===== config.mk =====
export PLATFORM = sky130hd
export DESIGN_NAME = alu_muldiv_iter
export DESIGN_NICKNAME = d
export VERILOG_FILES = /design/src/rtl/alu_muldiv_iter.sv
export SDC_FILE = /design/constraint.sdc
export NUM_CORES = 1
export LEC_CHECK = 0
export CORE_ASPECT_RATIO = 1.5
export CORE_MARGIN = 2
export CORE_UTILIZATION = 46
export CTS_CLUSTER_DIAMETER = 40
export CTS_CLUSTER_SIZE = 16
export DETAILED_ROUTE_END_ITERATION = 8
export SKIP_LAST_GASP = 1
export SLEW_MARGIN = 20
export SYNTH_ARGS = -nofsm -noshare
export SYNTH_HDL_FRONTEND = slang
export SYNTH_SLANG_ARGS = --single-unit

===== constraint.sdc =====
create_clock -name clk -period 9.9 [get_ports clk]
set_clock_uncertainty 0.2 [all_clocks]
set_input_delay 0.99 -clock clk [delete_from_list [all_inputs] [get_ports clk]]
set_output_delay 0.99 -clock clk [all_outputs]
set_load 0.03 [all_outputs]

===== src/rtl/alu_muldiv_iter.sv =====
// ============================================================================
// Module  : alu_muldiv_iter
// Brief   : Iterative RISC-V M-extension multiply/divide, one bit per cycle.
// Revision: 1.0 - initial release
// ============================================================================
`default_nettype none

module alu_muldiv_iter #(
  parameter int Width = 32
) (
  input  logic             clk,
  input  logic             rst_n,
  input  logic             start,
  input  logic [2:0]       op,
  input  logic [Width-1:0] A1,
  input  logic [Width-1:0] A2,
  output logic             busy,
  output logic             done,
  output logic [Width-1:0] Y,
  output logic             zero
);

  localparam int CntW = $clog2(Width + 1);

  typedef enum logic [1:0] {
    IDLE = 2'd0,
    CALC = 2'd1,
    FIX  = 2'd2
  } state_t;

  state_t state, state_next;

  logic [2:0]         op_q;
  logic               spec_q;
  logic               neg_q;
  logic               rem_neg_q;
  logic [Width-1:0]   operand;
  logic [2*Width-1:0] acc;
  logic [CntW-1:0]    cnt;

  logic               a_signed, b_signed, a_neg, b_neg;
  logic [Width-1:0]   a_mag, b_mag;
  logic               div_zero, div_ovf, special;
  logic [Width-1:0]   preset;
  logic [Width:0]     mul_sum;
  logic [Width:0]     div_shift, div_diff;
  logic [2*Width-1:0] mul_next, div_next;
  logic [2*Width-1:0] prod;
  logic [Width-1:0]   quo, rem, result;

  // Accept-time decode: signedness, magnitudes and the two divide special cases
  always_comb begin
    a_signed = (op == 3'b000) || (op == 3'b001) || (op == 3'b010) ||
               (op == 3'b100) || (op == 3'b110);
    b_signed = (op == 3'b000) || (op == 3'b001) ||
               (op == 3'b100) || (op == 3'b110);
    a_neg    = a_signed & A1[Width-1];
    b_neg    = b_signed & A2[Width-1];
    a_mag    = a_neg ? (~A1 + 1'b1) : A1;
    b_mag    = b_neg ? (~A2 + 1'b1) : A2;
    div_zero = op[2] && (A2 == '0);
    div_ovf  = op[2] && !op[0] && (A1 == {1'b1, {(Width-1){1'b0}}}) && (A2 == '1);
    special  = div_zero || div_ovf;
    preset   = '0;
    if (div_zero) begin
      preset = op[1] ? A1 : '1;
    end else if (div_ovf) begin
      preset = op[1] ? '0 : A1;
    end
  end

  // Multiply keeps {carry+high, multiplier} and shifts right; divide keeps
  // {remainder, dividend/quotient} and shifts left with a Width+1 trial subtract.
  always_comb begin
    mul_sum   = {1'b0, acc[2*Width-1:Width]} + (acc[0] ? {1'b0, operand} : '0);
    mul_next  = {mul_sum, acc[Width-1:1]};
    div_shift = acc[2*Width-1:Width-1];
    div_diff  = div_shift - {1'b0, operand};
    div_next  = {(div_diff[Width] ? div_shift[Width-1:0] : div_diff[Width-1:0]),
                 acc[Width-2:0], ~div_diff[Width]};
  end

  always_comb begin
    prod   = neg_q ? (~acc + 1'b1) : acc;
    quo    = neg_q ? (~acc[Width-1:0] + 1'b1) : acc[Width-1:0];
    rem    = rem_neg_q ? (~acc[2*Width-1:Width] + 1'b1) : acc[2*Width-1:Width];
    result = '0;
    if (spec_q) begin
      result = acc[Width-1:0];
    end else begin
      case (op_q)
        3'b000:                 result = prod[Width-1:0];
        3'b001, 3'b010, 3'b011: result = prod[2*Width-1:Width];
        3'b100, 3'b101:         result = quo;
        default:                result = rem;
      endcase
    end
  end

  always_comb begin
    state_next = state;
    case (state)
      IDLE:    if (start) state_next = special ? FIX : CALC;
      CALC:    if (cnt == CntW'(1)) state_next = FIX;
      FIX:     state_next = IDLE;
      default: state_next = IDLE;
    endcase
  end

  always_ff @(posedge clk or negedge rst_n) begin
    if (!rst_n) state <= IDLE;
    else        state <= state_next;
  end

  always_ff @(posedge clk or negedge rst_n) begin
    if (!rst_n) begin
      op_q      <= '0;
      spec_q    <= 1'b0;
      neg_q     <= 1'b0;
      rem_neg_q <= 1'b0;
      operand   <= '0;
      acc       <= '0;
      cnt       <= '0;
      busy      <= 1'b0;
      done      <= 1'b0;
      Y         <= '0;
      zero      <= 1'b1;
    end else begin
      done <= 1'b0;
      case (state)
        IDLE: begin
          if (start) begin
            op_q      <= op;
            spec_q    <= special;
            neg_q     <= a_neg ^ b_neg;
            rem_neg_q <= a_neg;
            operand   <= op[2] ? b_mag : a_mag;
            acc       <= special ? {{Width{1'b0}}, preset}
                       : (op[2] ? {{Width{1'b0}}, a_mag} : {{Width{1'b0}}, b_mag});
            cnt       <= CntW'(Width);
            busy      <= 1'b1;
          end
        end
        CALC: begin
          cnt <= cnt - 1'b1;
          acc <= op_q[2] ? div_next : mul_next;
        end
        FIX: begin
          Y    <= result;
          zero <= (result == '0);
          done <= 1'b1;
          busy <= 1'b0;
        end
        default: ;
      endcase
    end
  end

endmodule

`default_nettype wire


==> results of run 1 <==
[kinds of logic (layout without fill, tap and decap cells)]
kind of cell,Yosys count,after routing,share of synthesized area (%)
AOI/OAI and AO/OA,714,714,30.1
buffers and inverters,225,242,5.59
DFF,145,145,23.4
and+or+nand+nor,706,706,21.8
muxes,68,68,4.49
xor gates and xnor gates,152,152,8.57
adders and majority gates,73,73,5.98
[power breakdown]
group	total (mW)	internal [mW]	switching, mW
clock	0.690	0.367	0.323
combinational	4.34	1.62	2.72
sequential	1.31	0.855	0.452
[worst register-to-register path: stages, from the launching register on]
cell,delay (ps)
dfrtp_1,470
clkinv_1,70
buf_4,390
ha_1,320
or3b_2,520
or3_4,510
nor4_2,880
nor2_1,210
o21ai_0,440
o311a_1,250
o21ai_0,140
nor3_1,380
nand3_1,150
o31ai_2,250
[through the flow]
step | instances | worst slack [ps] | instance area [sq um] | hold slack [ps] | total power [mW]
final | 2520 | 4650 | 17400 | 273 | 6.34
after global routing | 2520 | 4470 | 17400 | 301 | 6.75
after CTS | 2520 | 4810 | 17400 | 278 | 6.22
after detailed placement | 2488 | 4750 | 16800 | 262 | 5.51
after global placement | 2488 | 4800 | 16800 | 259 | 5.46
after floorplan | 2083 | 5850 | 15500 | 247 | 4.15
[flip-flops by register name, summed over array words and instances, names as in the netlist, 2 cells and up]
register / count
Y: 32
acc: 64
cnt: 6
op_q: 3
operand: 32
state: 2
[routing by layer]
layer,vias up,global-route usage (%),share of wire (%)
met2,909,61.6,46
met3,236,5.28,7.1
met4,0,30.8,9.5
met1,8068,43.7,37
li1,7732,-,-
met5,-,0,0
[path summary, 6_finish.rpt]
kind / startpoint / end / slack (ps)
min in group asynchronous: rst_n / acc[16] / 360
hold reg to reg: Y[13] / Y[13] / 270
hold / removal: Y[13] / Y[13] / 270
setup / recovery: acc[0] / zero / 4650
max in group asynchronous: rst_n / op_q[2] / 7630
setup reg to reg: acc[0] / zero / 4650
[layout make-up]
type,count,share of cell area (%)
Clock inverter,14,0.936
Sequential cell,145,20.9
Inverter,73,1.58
Multi-Input combinational cell,1713,63.6
Timing Repair Buffer,137,7.40
Tap cell,420,3.02
Clock buffer,18,2.53
[placed cells by master, fill, tap and decap left out, types with 55 or more instances in the layout]
cell type        count
a21oi_1            176
clkdlybuf4s50_1    102
dfrtp_1            143
ha_1                71
inv_1               71
mux2i_1             55
nand2_1            228
nor2_1             178
o21ai_0            175
xnor2_1             86
xor2_1              65
==> results.ini, run 1 <==
[run]
cap_violations=0

[grt]
grt_pass1_vias=16500
grt_overflow=0
antenna_found_initial=0
track_usage_pct=37.7
grt_max_degree=91
grt_pass1_wl_um=101000

[cells_and_area]
multi_input_area_sq_um=11100
syn_to_final_growth_pct=11.9
nets=2230
antenna_cells=0
post-route-util_pct=52.1
fillCellCount=3322
seqCellArea_sq_um=3630
drive_gt1_share_pct=5.48

[yosys]
synth_area_sq_um=15500
synth_fp_nets=2226
ys_ff_latch=145
synth_common_cells=nand2_1 (228), nor2_1 (181), a21oi_1 (176), o21ai_0 (176), dfrtp_1 (144)
synth_edf_count=0
postSynthAreaPerCell_sq_um=7.45
synth_top_area_share_pct=23.2
yosysMostFrequentCell=nand2_1
synth-warning-count=0
synth_cell_types=81
synth_area_leaders=dfrtp_1 (23%), ha_1 (5.7%), a21oi_1 (5.7%), o21ai_0 (5.7%), nand2_1 (5.5%)
synth.largest_area_cell=dfrtp_1
yosysSeqAreaShare_pct=23.4
ys.flop_type=dfrtp_1
ys_async_sr_fraction_pct=100
syn_inst=2083

[critical_path]
crit_path_end_kind=flip-flop
cp_top_family=simple AND/OR/NAND/NOR gates
reg2regPathDepth=13
timing_worst_setup_path_type=flip-flop to flip-flop
crit_path_max_fanout=34
crit_chain=clkinv_1 -> buf_4 -> ha_1 -> or3b_2 -> or3_4 -> nor4_2 -> nor2_1 -> o21ai_0 -> o311a_1 -> o21ai_0 -> nor3_1 -> nand3_1 -> o31ai_2
cp_common_cell=o21ai_0
cp-start-kind=flip-flop
cp.depth=13
crit_buf_inv=2
required_ps=10080
cpPeakStageDelay_ps=880
worstPathArrival_ps=5430
crit_slowest_cell=nor4_2

[die]
io_pins=105
start_util_pct=46.6
die_x_um=154
coreArea_sq_um=33300
rows=82
die_y_um=229
dieArea_sq_um=35300

[detailed_routing]
routed_wl_um=66800
antenna_left=0
drc=0
routedWlPerCell_um=26.5
num_vias=16900
vias_per_cell=6.72
first_pass_iters=6
first_iter_violations=1679

[timing]
tightest_slew_ps=1120
finalHoldViolCount=0
tns_ps=0
layout_min_cycle_time_ps=5250
finalSetupViolations=0
relSlewSlack_pct=24.7
max_freq_ghz=0.191
min_period_over_period_pct=53.0
drv_slew=0
rsz0062_at_grt=false

[place]
hpwl_um=50500
globalplace.congestion=1.01
portBuffers=104

[clocking]
numCtsBuffers=17
cts_setup_buffers=0
cts_root_buf=clkbuf_16
cts-hold-fix-buffers=0
cts_resized=0
clkSinkCount=145
insertion_delay_ps=470
clk_path_buf_depth=2
htreeDepth=4
cts.clk_slew.worst_paths_ps=70
cts_tree=built

[power_and_ir_drop]
leakagePower_nw=7.07
peakVddDrop_v=0.000169
power_density_nw_per_um2=365

[min_path]
hold_path_class=flip-flop to flip-flop
hold_depth=2

[run_status]
status=finished, final reports clean

Note: power is estimated with default switching activity, not from simulation.
==> run 2: changes to the inputs <==
Clock period 9.9 ns to 5.3 ns, I/O delays scaled along.
==> run 2 against run 1 <==
Net effect: combinational power rose by 95%; global-route usage grew 1.7 points; flip-flop and latch count unchanged; cell count rose by 1.1%; register-to-register slack got worse by 4100 ps; critical endpoint unchanged.
==> results.ini, run 2 (synthesized netlist as in run 1, its figures left out) <==
[run_status]
status=finished, final reports clean

[cells_and_area]
drive_gt1_share_pct=6.67
layout.cells.most_common_list=nand2_1 (228), nor2_1 (178), a21oi_1 (176), o21ai_0 (176), dfrtp_1 (143)
final_common_cell=nand2_1
top_regs=acc x64, Y x32, operand x32
largest_reg_flops=64
stdcell_area_sq_um=17600
top_register=acc
syn_to_final_growth_pct=13.1
antenna_cells=0
nets=2258

[die]
dieArea_sq_um=35300
rows=82
die_x_um=154
die_y_um=229
io_pins=105
coreArea_sq_um=33300
start_util_pct=46.6

[timing]
relSlewSlack_pct=35.1
finalHoldViolCount=0
finalSetupViolations=0
tightest_slew_ps=971
tns_ps=0
fin_ws_ps=554
min_period_over_period_pct=89.5
max_freq_ghz=0.211
layout_min_cycle_time_ps=4750
drv_slew=0
rsz0062_at_grt=false

[grt]
grt_pass1_vias=16800
grt_max_degree=78
antenna_found_initial=0
grt_overflow=0
grt_pass1_wl_um=105000
track_usage_pct=39.4

[clocking]
insertion_delay_ps=460
numCtsBuffers=17
clkSinkCount=145
cts_root_buf=clkbuf_16
htreeDepth=4
cts_setup_buffers=0
clk_path_buf_depth=2
cts_tree=built
cts.clk_slew.worst_paths_ps=70

[detailed_routing]
num_vias=17100
antenna_left=0
first_iter_violations=1906
routed_wl_um=69700
drc=0
vias_per_cell=6.71
first_pass_iters=6
routedWlPerCell_um=27.4

[min_path]
hold_depth=2
hp-start=Y[21]
hold_path_class=flip-flop to flip-flop

[power_and_ir_drop]
leakagePower_nw=7.19
comb_power_share_pct=69.9
power_frac_clock_pct=10.0
peakVddDrop_v=0.000332
seqPwrFrac_pct=20.0
switching_share_pct=55.5
p_total_mw=12.1
power_density_nw_per_um2=688
p_switching_mw=6.71
p_int_mw=5.38

[place]
dp_slack_ps=725
portBuffers=104
place_area_sq_um=17000
globalplace.congestion=1.10
hpwl_um=54500

[run]
cap_violations=0

[critical_path]
reg2regPathDepth=12
r2r-start=acc[32]
crit_path_max_fanout=7
timing_worst_setup_path_type=flip-flop to flip-flop
crit_start=acc[32]
worstPathArrival_ps=4920
cp-start-kind=flip-flop
required_ps=5470
crit_path_end_kind=flip-flop

run 2: cell count changes in the layout (fill, tap and decap cells not counted), sizes merged:
cell,before,now
clkinvlp,1,3
buf,35,62
bufinv,1,0
dlygate4sd3,0,1
clkinv,5,4
run 2: power by group through the flow:
stage          registers [mW]  clock network, mW  logic, mW
3_5_place_dp             2.41                  0       8.20
2_1_floorplan            2.15                  0       5.60
6_report                 2.42               1.21       8.45
5_1_grt                  2.48               1.27       9.07
4_1_cts                  2.39               1.23       8.24
3_3_place_gp             2.38                  0       8.17
run 2: area by class of cell:
type | instances | area (sq um)
Fill cell | 3266 | 15800
Multi-Input combinational cell | 1713 | 11100
Sequential cell | 145 | 3630
Timing Repair Buffer | 165 | 1500
Tap cell | 420 | 526
Clock buffer | 18 | 439
Inverter | 73 | 274
Clock inverter | 14 | 139
run 2: worst max-delay path, cell delays in order (launching register included):
cell and delay [ps]:
dfrtp_1 470, inv_1 200, ha_1 310, or3b_2 510, nor4b_1 780, nor4b_1 670, or3_1 190, a21oi_1 60
nor4_1 460, nand4_1 140, nor4_1 290, nand4_1 150, o31ai_2 220
run 2: routing by layer:
layer / vias up / GRT usage, % / share of wire, %
met4: 0 / 31.9 / 9.6
met5: - / 0 / 0
met2: 921 / 65.7 / 47
li1: 7795 / - / -
met3: 271 / 5.47 / 6.6
met1: 8120 / 44.8 / 37
run 2: timing repair:
item	in CTS	in global routing
hold buffers	1	0
endpoints found under the hold margin	64	0
gates resized for setup	0	0
run 2: final timing paths:
path / endpoint / slack, ps
max: zero / 550
min: Y[21] / 280
max reg2reg: zero / 550
min reg2reg: Y[21] / 280
max in group asynchronous: acc[48] / 3370
min in group asynchronous: cnt[3] / 430
run 2: per-stage QoR:
stage	hold WS, ps	utilization [%]	std cells
finish	277	52.7	2548
global route	293	52.7	2548
CTS	283	52.7	2548
detailed placement	267	50.9	2515
global placement	261	50.9	2515
floorplan	34.4	-	2083
==> run 3: changes to the inputs <==
Settings changed: CORE_MARGIN 2 to 1.5, CORE_UTILIZATION 46 to 50, PLACE_DENSITY set to 0.69.
==> run 3 against run 2 <==
Net effect: sequential share of layout area is 0.093 points higher; first-iteration DRC count is 6.9% lower; critical path depth stayed put; global-route usage is 2.7 points higher; routed wire length is 3.0% lower; register-to-register slack worse by 30 ps; via count is 0.96% higher; sequential power is 2% lower.
==> results.ini, run 3 (synthesized netlist as in run 1, its figures left out) <==
[run_status]
status=finished, final reports clean

[die]
coreArea_sq_um=30400
dieArea_sq_um=32100
rows=78
die_x_um=147
io_pins=105
die_y_um=219
start_util_pct=51.0

[cells_and_area]
top_regs=acc x64, Y x32, operand x32
top_register=acc
layout.cells.most_common_list=nand2_1 (228), nor2_1 (178), a21oi_1 (176), o21ai_0 (176), dfrtp_1 (143)
final_common_cell=nand2_1
syn_to_final_growth_pct=12.6
largest_reg_flops=64
nets=2251
drive_gt1_share_pct=6.36
stdcell_area_sq_um=17500
antenna_cells=0

[detailed_routing]
vias_per_cell=6.85
first_iter_violations=1775
drc=0
num_vias=17300
routed_wl_um=67600
antenna_left=0
routedWlPerCell_um=26.8
first_pass_iters=6

[run]
cap_violations=0

[clocking]
clkSinkCount=145
cts_root_buf=clkbuf_16
cts_tree=built
clk_path_buf_depth=2
cts_resized=0
numCtsBuffers=17
htreeDepth=4
insertion_delay_ps=470
cts.clk_slew.worst_paths_ps=80

[power_and_ir_drop]
peakVddDrop_v=0.000436
p_total_mw=11.9
leakagePower_nw=7.15
power_density_nw_per_um2=683

[timing]
rsz0062_at_grt=false
whs_ps=276
finalHoldViolCount=0
relSlewSlack_pct=30.1
max_freq_ghz=0.209
min_period_over_period_pct=90.2
finalSetupViolations=0
tightest_slew_ps=1040
layout_min_cycle_time_ps=4780
tns_ps=0
drv_slew=0

[critical_path]
timing_worst_setup_path_type=flip-flop to flip-flop
cp-start-kind=flip-flop
crit_path_end_kind=flip-flop
crit_path_max_fanout=7
worstPathArrival_ps=4970
required_ps=5490

[grt]
antenna_found_initial=0
grt_pass1_wl_um=102000
grt_pass1_vias=16600
grt_overflow=0
grt_max_degree=91
track_usage_pct=42.1

[place]
hpwl_um=51600
place_area_sq_um=16900
globalplace.congestion=1.10
portBuffers=104

[min_path]
hold_path_class=flip-flop to flip-flop

run 3: repair_timing:
item | in CTS | in global routing
hold buffers | 1 | 0
hold endpoints to repair | 54 | 0
setup buffers | 0 | 0
run 3: worst max-delay path: stages, from the launching register on:
cell and delay (ps):
dfrtp_1 460, inv_1 180, ha_1 290, or3b_2 510, nor4b_1 810, nor4b_1 700, or3_1 200, a21oi_1 60
nor4_1 440, nand4_1 170, nor4_1 270, nand4_1 170, o31ai_2 240
run 3: path summary, 6_finish.rpt:
path	cells past startpoint	from	end	slack, ps
setup / recovery	12	acc[33]	zero	520
hold reg to reg	2	busy	busy	280
min in group asynchronous	2	rst_n	operand[17]	370
max in group asynchronous	3	rst_n	Y[19]	3570
hold / removal	2	busy	busy	280
setup reg to reg	12	acc[33]	zero	520
run 3: per-layer routing:
layer	track usage [%]	wire, um
met3	7.30	5450
met2	70.6	31900
met1	47.2	24100
met4	33.6	6150
met5	0	0
run 3: stage by stage:
step | setup WS [ps] | util, % | instances
final | 520 | 57.4 | 2521
after global placement | 892 | 55.5 | 2488
after global routing | 435 | 57.4 | 2521
after CTS | 756 | 57.4 | 2521
after detailed placement | 762 | 55.5 | 2488
after floorplan | 1250 | - | 2083
run 3: power by group:
part / leakage, nW / switching, mW / internal, mW
logic: 5.09 / 5.26 / 3.11
registers: 1.80 / 0.768 / 1.60
clock network: 0.272 / 0.586 / 0.621
run 3: layout make-up:
type                    instances  area [sq um]
flip-flops and latches        145          3630
clock buffers                  17           425
inverters                      73           274
clock inverters                15           139
well taps                     400           500
fillers                      2975         13000
multi-input cells            1713         11100
repair buffers                158          1460
